`config.mk`:
```
export PLATFORM = sky130hd
export DESIGN_NAME = front_panel_io
export DESIGN_NICKNAME = d
export VERILOG_FILES = /design/src/rtl/front_panel_io.sv
export SDC_FILE = /design/constraint.sdc
export NUM_CORES = 1
export LEC_CHECK = 0
export ABC_AREA = 1
export CORE_AREA = 2 2 190 192
export CTS_BUF_LIST = sky130_fd_sc_hd__clkbuf_8
export DETAILED_ROUTE_END_ITERATION = 7
export DIE_AREA = 0 0 192 194
export GPL_TIMING_DRIVEN = 0
export HOLD_SLACK_MARGIN = 0.1
export REMOVE_ABC_BUFFERS = 1
export SLEW_MARGIN = 20
export SYNTH_ARGS = -nofsm -noshare
export SYNTH_HDL_FRONTEND = slang
export SYNTH_SLANG_ARGS = --single-unit
export TNS_END_PERCENT = 30
```
`constraint.sdc`:
```
create_clock -name clock -period 9.8 [get_ports clock]
set_input_delay 1.96 -clock clock [delete_from_list [all_inputs] [get_ports clock]]
set_output_delay 1.96 -clock clock [all_outputs]
set_load 0.1 [all_outputs]
```
`src/rtl/front_panel_io.sv`:
```
// Front-panel board I/O: multiplexed seven-segment scanner, per-button debouncer with press pulses,
// and switch synchroniser. Optional leading-zero blanking is enabled by defining FP_BLANK_ZERO_EN.
module front_panel_io #(
  parameter int DIGITS          = 8,
  parameter int SCAN_DIV        = 100000,
  parameter int NUM_BTNS        = 5,
  parameter int DEBOUNCE_CYCLES = 1000000,
  parameter int SW_WIDTH        = 13
) (
  input  logic                  clock,
  input  logic                  reset,
  input  logic [4*DIGITS-1:0]   display_value,
  input  logic [DIGITS-1:0]     dp_mask,
  input  logic [DIGITS-1:0]     digit_enable,
  input  logic [NUM_BTNS-1:0]   btn_raw,
  input  logic [SW_WIDTH-1:0]   sw_raw,
  output logic [DIGITS-1:0]     an,
  output logic [6:0]            seg,
  output logic                  dp,
  output logic [NUM_BTNS-1:0]   btn_level,
  output logic [NUM_BTNS-1:0]   btn_press,
  output logic [SW_WIDTH-1:0]   sw_sync
);

  localparam int PRE_W = $clog2(SCAN_DIV);
  localparam int IDX_W = (DIGITS > 1) ? $clog2(DIGITS) : 1;
  localparam int DEB_W = $clog2(DEBOUNCE_CYCLES);
  localparam logic [PRE_W-1:0] PRE_LAST = PRE_W'(SCAN_DIV - 1);
  localparam logic [IDX_W-1:0] IDX_LAST = IDX_W'(DIGITS - 1);
  localparam logic [DEB_W-1:0] DEB_LAST = DEB_W'(DEBOUNCE_CYCLES - 1);

  if ((DIGITS < 1) || (DIGITS > 8)) begin : g_bad_digits
    $error("front_panel_io: DIGITS must be within 1..8");
  end
  if (SCAN_DIV < 2) begin : g_bad_scan
    $error("front_panel_io: SCAN_DIV must be >= 2");
  end
  if (DEBOUNCE_CYCLES < 2) begin : g_bad_deb
    $error("front_panel_io: DEBOUNCE_CYCLES must be >= 2");
  end
  if (NUM_BTNS < 1) begin : g_bad_btns
    $error("front_panel_io: NUM_BTNS must be >= 1");
  end

  function automatic logic [6:0] hex_to_seg(input logic [3:0] nib);
    logic [6:0] s;
    case (nib)
      4'h0:    s = 7'b1000000;
      4'h1:    s = 7'b1111001;
      4'h2:    s = 7'b0100100;
      4'h3:    s = 7'b0110000;
      4'h4:    s = 7'b0011001;
      4'h5:    s = 7'b0010010;
      4'h6:    s = 7'b0000010;
      4'h7:    s = 7'b1111000;
      4'h8:    s = 7'b0000000;
      4'h9:    s = 7'b0010000;
      4'hA:    s = 7'b0001000;
      4'hB:    s = 7'b0000011;
      4'hC:    s = 7'b1000110;
      4'hD:    s = 7'b0100001;
      4'hE:    s = 7'b0000110;
      4'hF:    s = 7'b0001110;
      default: s = 7'b1111111;
    endcase
    return s;
  endfunction

  logic [PRE_W-1:0]    r_presc;
  logic [IDX_W-1:0]    r_idx;
  logic [DIGITS-1:0]   r_an;
  logic [6:0]          r_seg;
  logic                r_dp;
  logic [3:0]          w_nib;
  logic                w_blank_lz;
  logic                w_show;
  logic [DIGITS-1:0]   w_an;

  logic [NUM_BTNS-1:0] r_btn_m;
  logic [NUM_BTNS-1:0] r_btn_s;
  logic [NUM_BTNS-1:0] r_btn_level;
  logic [NUM_BTNS-1:0] r_btn_press;
  logic [DEB_W-1:0]    r_btn_cnt [NUM_BTNS];

  logic [SW_WIDTH-1:0] r_sw_m;
  logic [SW_WIDTH-1:0] r_sw_s;

`ifdef FP_BLANK_ZERO_EN
  logic [DIGITS-1:0]   w_upper_zero;

  // w_upper_zero[i]: every nibble from digit i up to the leftmost digit is zero
  always_comb begin
    w_upper_zero = '0;
    w_upper_zero[DIGITS-1] = (display_value[4*DIGITS-1 -: 4] == 4'h0);
    for (int i = DIGITS - 2; i >= 0; i--) begin
      w_upper_zero[i] = w_upper_zero[i+1] && (display_value[4*i +: 4] == 4'h0);
    end
  end

  assign w_blank_lz = (r_idx != IDX_W'(0)) && w_upper_zero[r_idx];
`else
  assign w_blank_lz = 1'b0;
`endif

  assign w_nib  = display_value[{r_idx, 2'b00} +: 4];
  assign w_show = digit_enable[r_idx] && !w_blank_lz;
  assign w_an   = ~(DIGITS'(1) << r_idx);

  // Prescaler, digit index and registered anode/segment drive
  always_ff @(posedge clock or posedge reset) begin
    if (reset) begin
      r_presc <= '0;
      r_idx   <= '0;
      r_an    <= '1;
      r_seg   <= 7'h7F;
      r_dp    <= 1'b1;
    end else begin
      if (r_presc == PRE_LAST) begin
        r_presc <= '0;
        r_idx   <= (r_idx == IDX_LAST) ? IDX_W'(0) : r_idx + IDX_W'(1);
      end else begin
        r_presc <= r_presc + PRE_W'(1);
      end
      if (w_show) begin
        r_an  <= w_an;
        r_seg <= hex_to_seg(w_nib);
        r_dp  <= ~dp_mask[r_idx];
      end else begin
        r_an  <= '1;
        r_seg <= 7'h7F;
        r_dp  <= 1'b1;
      end
    end
  end

  // Button synchronisers and per-bit debounce: level follows sync only after a full stable run
  always_ff @(posedge clock or posedge reset) begin
    if (reset) begin
      r_btn_m     <= '0;
      r_btn_s     <= '0;
      r_btn_level <= '0;
      r_btn_press <= '0;
      for (int i = 0; i < NUM_BTNS; i++) begin
        r_btn_cnt[i] <= '0;
      end
    end else begin
      r_btn_m <= btn_raw;
      r_btn_s <= r_btn_m;
      for (int i = 0; i < NUM_BTNS; i++) begin
        if (r_btn_s[i] != r_btn_level[i]) begin
          if (r_btn_cnt[i] == DEB_LAST) begin
            r_btn_level[i] <= r_btn_s[i];
            r_btn_press[i] <= r_btn_s[i];
            r_btn_cnt[i]   <= '0;
          end else begin
            r_btn_press[i] <= 1'b0;
            r_btn_cnt[i]   <= r_btn_cnt[i] + DEB_W'(1);
          end
        end else begin
          r_btn_press[i] <= 1'b0;
          r_btn_cnt[i]   <= '0;
        end
      end
    end
  end

  // Two-flop switch synchroniser, no filtering
  always_ff @(posedge clock or posedge reset) begin
    if (reset) begin
      r_sw_m <= '0;
      r_sw_s <= '0;
    end else begin
      r_sw_m <= sw_raw;
      r_sw_s <= r_sw_m;
    end
  end

  assign an        = r_an;
  assign seg       = r_seg;
  assign dp        = r_dp;
  assign btn_level = r_btn_level;
  assign btn_press = r_btn_press;
  assign sw_sync   = r_sw_s;

endmodule

```
==> results.py, run 1 <==
metrics = {
    "routing": {
        "drtAntennaViolNets": 0,
        "wl_per_cell_um": 12.0,
        "detail_route.drc_violations": 0,
        "finalWirelength_um": 20600,
        "drt_iter0_markers": 380,
        "num_vias": 7382,
        "drt-vias-per-instance": 4.30,
        "dr.pass1.iters": 5,
    },
    "yosys": {
        "synthTopCellsByArea": "dfrtp_1 44%, nand2_1 8.8%, nor2_1 7.7%",
        "seq_area_frac_synth": 0.489,
        "ys_dominant_reg_cell": "dfrtp_1",
        "area_of_the_mapped_netlist_um2": 9360,
        "ys_async_sr_fraction": 1.00,
        "synthesis.instances": 1125,
        "synth_largest_type_area_fraction": 0.444,
        "yosys.area.top_type": "dfrtp_1",
        "postSynthAreaPerCell_um2": 8.32,
        "ys_warn_count": 0,
        "ys_seq_elements": 182,
        "synth-edff-count": 0,
        "post_synth_cell_types": 44,
    },
    "floorplanning": {
        "core-area_um2": 35200,
        "initial_utilization": 0.266,
        "die-area_um2": 37200,
        "ioPinCount": 107,
        "die_width_um": 192,
        "die_h_um": 194,
        "placement_rows": 69,
    },
    "setup_path": {
        "start_kind": "flop",
        "crit_required_ns": 7.84,
        "timing.reg2reg.setup_slack_ns": 7.29,
        "criticalPathCategory": "reg -> out",
        "timing.critical_path.depth": 1,
        "crit_buf_inv": 1,
        "regToRegEndpoint": "seg[5]$_DFF_PP1_",
        "path_cells": "clkdlybuf4s50_1",
        "cp-endpoint": "an[6]",
        "kind_of_cell_adding_the_most_delay_to_the_critical_path": "buffers and inverters",
        "worst_r2r_path_depth": 12,
        "data_arrival_at_the_endpoint_of_the_critical_path_ns": 2.16,
        "worstSetupStartpoint": "an[6]$_DFF_PP1_",
        "worst_r2r_startpoint": "r_idx[0]$_DFFE_PP0N_",
        "critical-path-max-stage-delay_ns": 1.15,
        "worst_setup_path_end_kind": "primary output",
        "worst_path_max_delay_cell": "clkdlybuf4s50_1",
        "cp_max_fo": 1,
    },
    "pwr": {
        "power_frac_seq": 0.537,
        "share_clk_of_total_power": 0.368,
        "p_total_w": 0.00145,
        "pwr_density_cell_nw_per_um2": 127,
        "intPower_w": 0.00104,
        "power.switching_w": 0.000409,
        "p_leak_nw": 5.11,
        "switching_share": 0.283,
        "combPwrFrac": 0.095,
        "ir_drop_worst_case_vdd_mv": 0.0765,
    },
    "placed_design": {
        "gp_congestion": 0.859,
        "detailedPlace.worstSlack_ns": 6.07,
        "numPortBuffers": 106,
        "numPlacedInstances": 1683,
        "hpwl_um": 15400,
    },
    "job": {
        "timing.max_cap.violations": 0,
    },
    "sta": {
        "setup_viol": 0,
        "max_slew_margin": 0.298,
        "hold_slack_ns": 0.356,
        "tns_ns": 0,
        "fmax_mhz": 243,
        "final_hold_vios": 0,
        "final_period_minus_worst_setup_slack_ns": 4.12,
        "portion_of_the_clock_cycle_consumed_by_the_worst_path_in_the_final_layout": 0.420,
        "tightest_slew_ns": 1.05,
        "final_max_slew_viol_count": 0,
        "setup_ws_post_layout_ns": 5.68,
        "skew_ns": 0.0218,
        "grt_setup_unrepaired": "false",
    },
    "grt": {
        "tot_gr_track_use": 0.119,
        "grt_use_met1": 0.144,
        "grt.met3_usage": 0.0393,
        "antenna_found_initial": 0,
        "grt.busiest_layer": "met2",
        "grt-ovfl-total": 0,
        "gr-usage-met2": 0.196,
        "vias_in_the_first_global_route": 7553,
        "grt_start_max_net_pins": 74,
        "grt_pass1_wl_um": 35800,
    },
    "clock_network": {
        "clock_tree.buffer_depth": 2,
        "clk_root_buf": "clkbuf_8",
        "htree_levels": 4,
        "tritoncts": "done",
        "ctsResizeCount": 0,
        "post-cts-setup-buffer-count": 0,
        "clkSinkCount": 182,
        "clkLatencyLatePin_ns": 0.49,
        "cts_hold_repair.buffers": 0,
        "path_clk_slew_ns": 0.10,
        "numCtsBuffers": 17,
    },
    "finish": {
        "diodes": 0,
        "layout.cells.most_common_list": "219 x nand2_1, 193 x nor2_1, 166 x dfrtp_1",
        "layout.cells.most_common": "nand2_1",
        "area_growth_pct": 21.6,
        "final_net_count": 1326,
        "finalNonFillerCells": 1715,
        "post_route_cells_drive_above_1_share": 0.100,
    },
    "outcome": {
        "run_status": "finished, final reports clean",
    },
    "hold_path": {
        "hold_path.class": "reg -> reg",
    },
}
[registers in the layout, summed over array words and instances, names as in the netlist]
signal	flops
r_btn_cnt	100
an	8
r_presc	17
btn_level	5
r_btn_m	5
sw_sync	13
dp	1
btn_press	5
r_btn_s	5
r_sw_m	13
seg	7
r_idx	3
[synth_stat cells (12+ instances only)]
library cell  instances
nand2_1             219
nor2_1              193
dfrtp_1             166
inv_1               146
nand3_1             106
xor2_1               45
nand4_1              29
nor3_1               29
a21oi_1              21
ha_1                 17
dfstp_2              16
xnor2_1              14
inv_2                13
nand2_2              12
o21ai_0              12
[metrics by stage]
stage	util	area, um2
CTS	0.323	11400
global route	0.323	11400
floorplan	-	9280
global placement	0.310	10900
finish	0.323	11400
detailed placement	0.312	11000
[how the worst min path moves through the flow]
| stage | from | endpoint | slack [ns] | depth (start not counted) |
|---|---|---|---|---|
| 3_5_place_dp | r_sw_m[11]$_DFF_PP0_ | sw_sync[11]$_DFF_PP0_ | 0.34 | 0 |
| 6_report | r_sw_m[11]$_DFF_PP0_ | sw_sync[11]$_DFF_PP0_ | 0.36 | 0 |
| 4_1_cts | r_btn_m[2]$_DFF_PP0_ | r_btn_s[2]$_DFF_PP0_ | 0.36 | 0 |
| 3_3_place_gp | r_sw_m[2]$_DFF_PP0_ | sw_sync[2]$_DFF_PP0_ | 0.33 | 0 |
| 2_1_floorplan | r_btn_m[0]$_DFF_PP0_ | r_btn_s[0]$_DFF_PP0_ | 0.33 | 0 |
| 5_1_grt | r_btn_m[2]$_DFF_PP0_ | r_btn_s[2]$_DFF_PP0_ | 0.36 | 0 |
[power by group through the flow]
stage	clock network (W)	logic, W	registers, W
finish	0.000532	0.000138	0.000776
global route	0.000594	0.000151	0.000779
CTS	0.000563	0.000141	0.000777
detailed placement	0	0.000141	0.000791
global placement	0	0.000137	0.000791
floorplan	0	0.0000434	0.000831
[layer usage]
layer	vias to the layer above	part of all wire
li1	3789	-
met1	3404	0.44
met2	156	0.47
met3	33	0.064
met4	0	0.019
met5	-	0
[cell families (layout without fill, tap and decap cells)]
logic type | Yosys count | in the layout | synth area share
adder cells (fa/ha/maj) | 17 | 17 | 0.0227
buffers and inverters | 172 | 301 | 0.0739
XOR/XNOR | 59 | 59 | 0.0552
flip-flops | 182 | 182 | 0.489
AO/OA/AOI/OAI | 55 | 55 | 0.0333
AND/OR/NAND/NOR | 640 | 640 | 0.326
[area by class of cell]
type / instances / area, um2
Clock buffer: 18 / 248
Clock inverter: 14 / 156
Fill cell: 3720 / 23800
Inverter: 161 / 617
Multi-Input combinational cell: 771 / 4090
Sequential cell: 182 / 4570
Tap cell: 461 / 577
Timing Repair Buffer: 108 / 1120
(Power assumes the default switching activity.)
==> inputs of run 2 (changes only) <==
==> constraint.sdc (replaced) <==
create_clock -name clock -period 4.1 [get_ports clock]
set_input_delay 0.82 -clock clock [delete_from_list [all_inputs] [get_ports clock]]
set_output_delay 0.82 -clock clock [all_outputs]
set_load 0.1 [all_outputs]
==> results of run 2 <==
The final DEF is identical to that of run 1. Status: finished, final reports clean.
Main changes from that run: setup slack after placement 6.07 ns -> 1.51 ns; setup slack after layout 5.68 ns -> 1.12 ns; register-to-register setup slack 7.29 ns -> 1.59 ns; total power 0.00145 W -> 0.00346 W; worst IR drop on VDD 0.0765 mV -> 0.183 mV
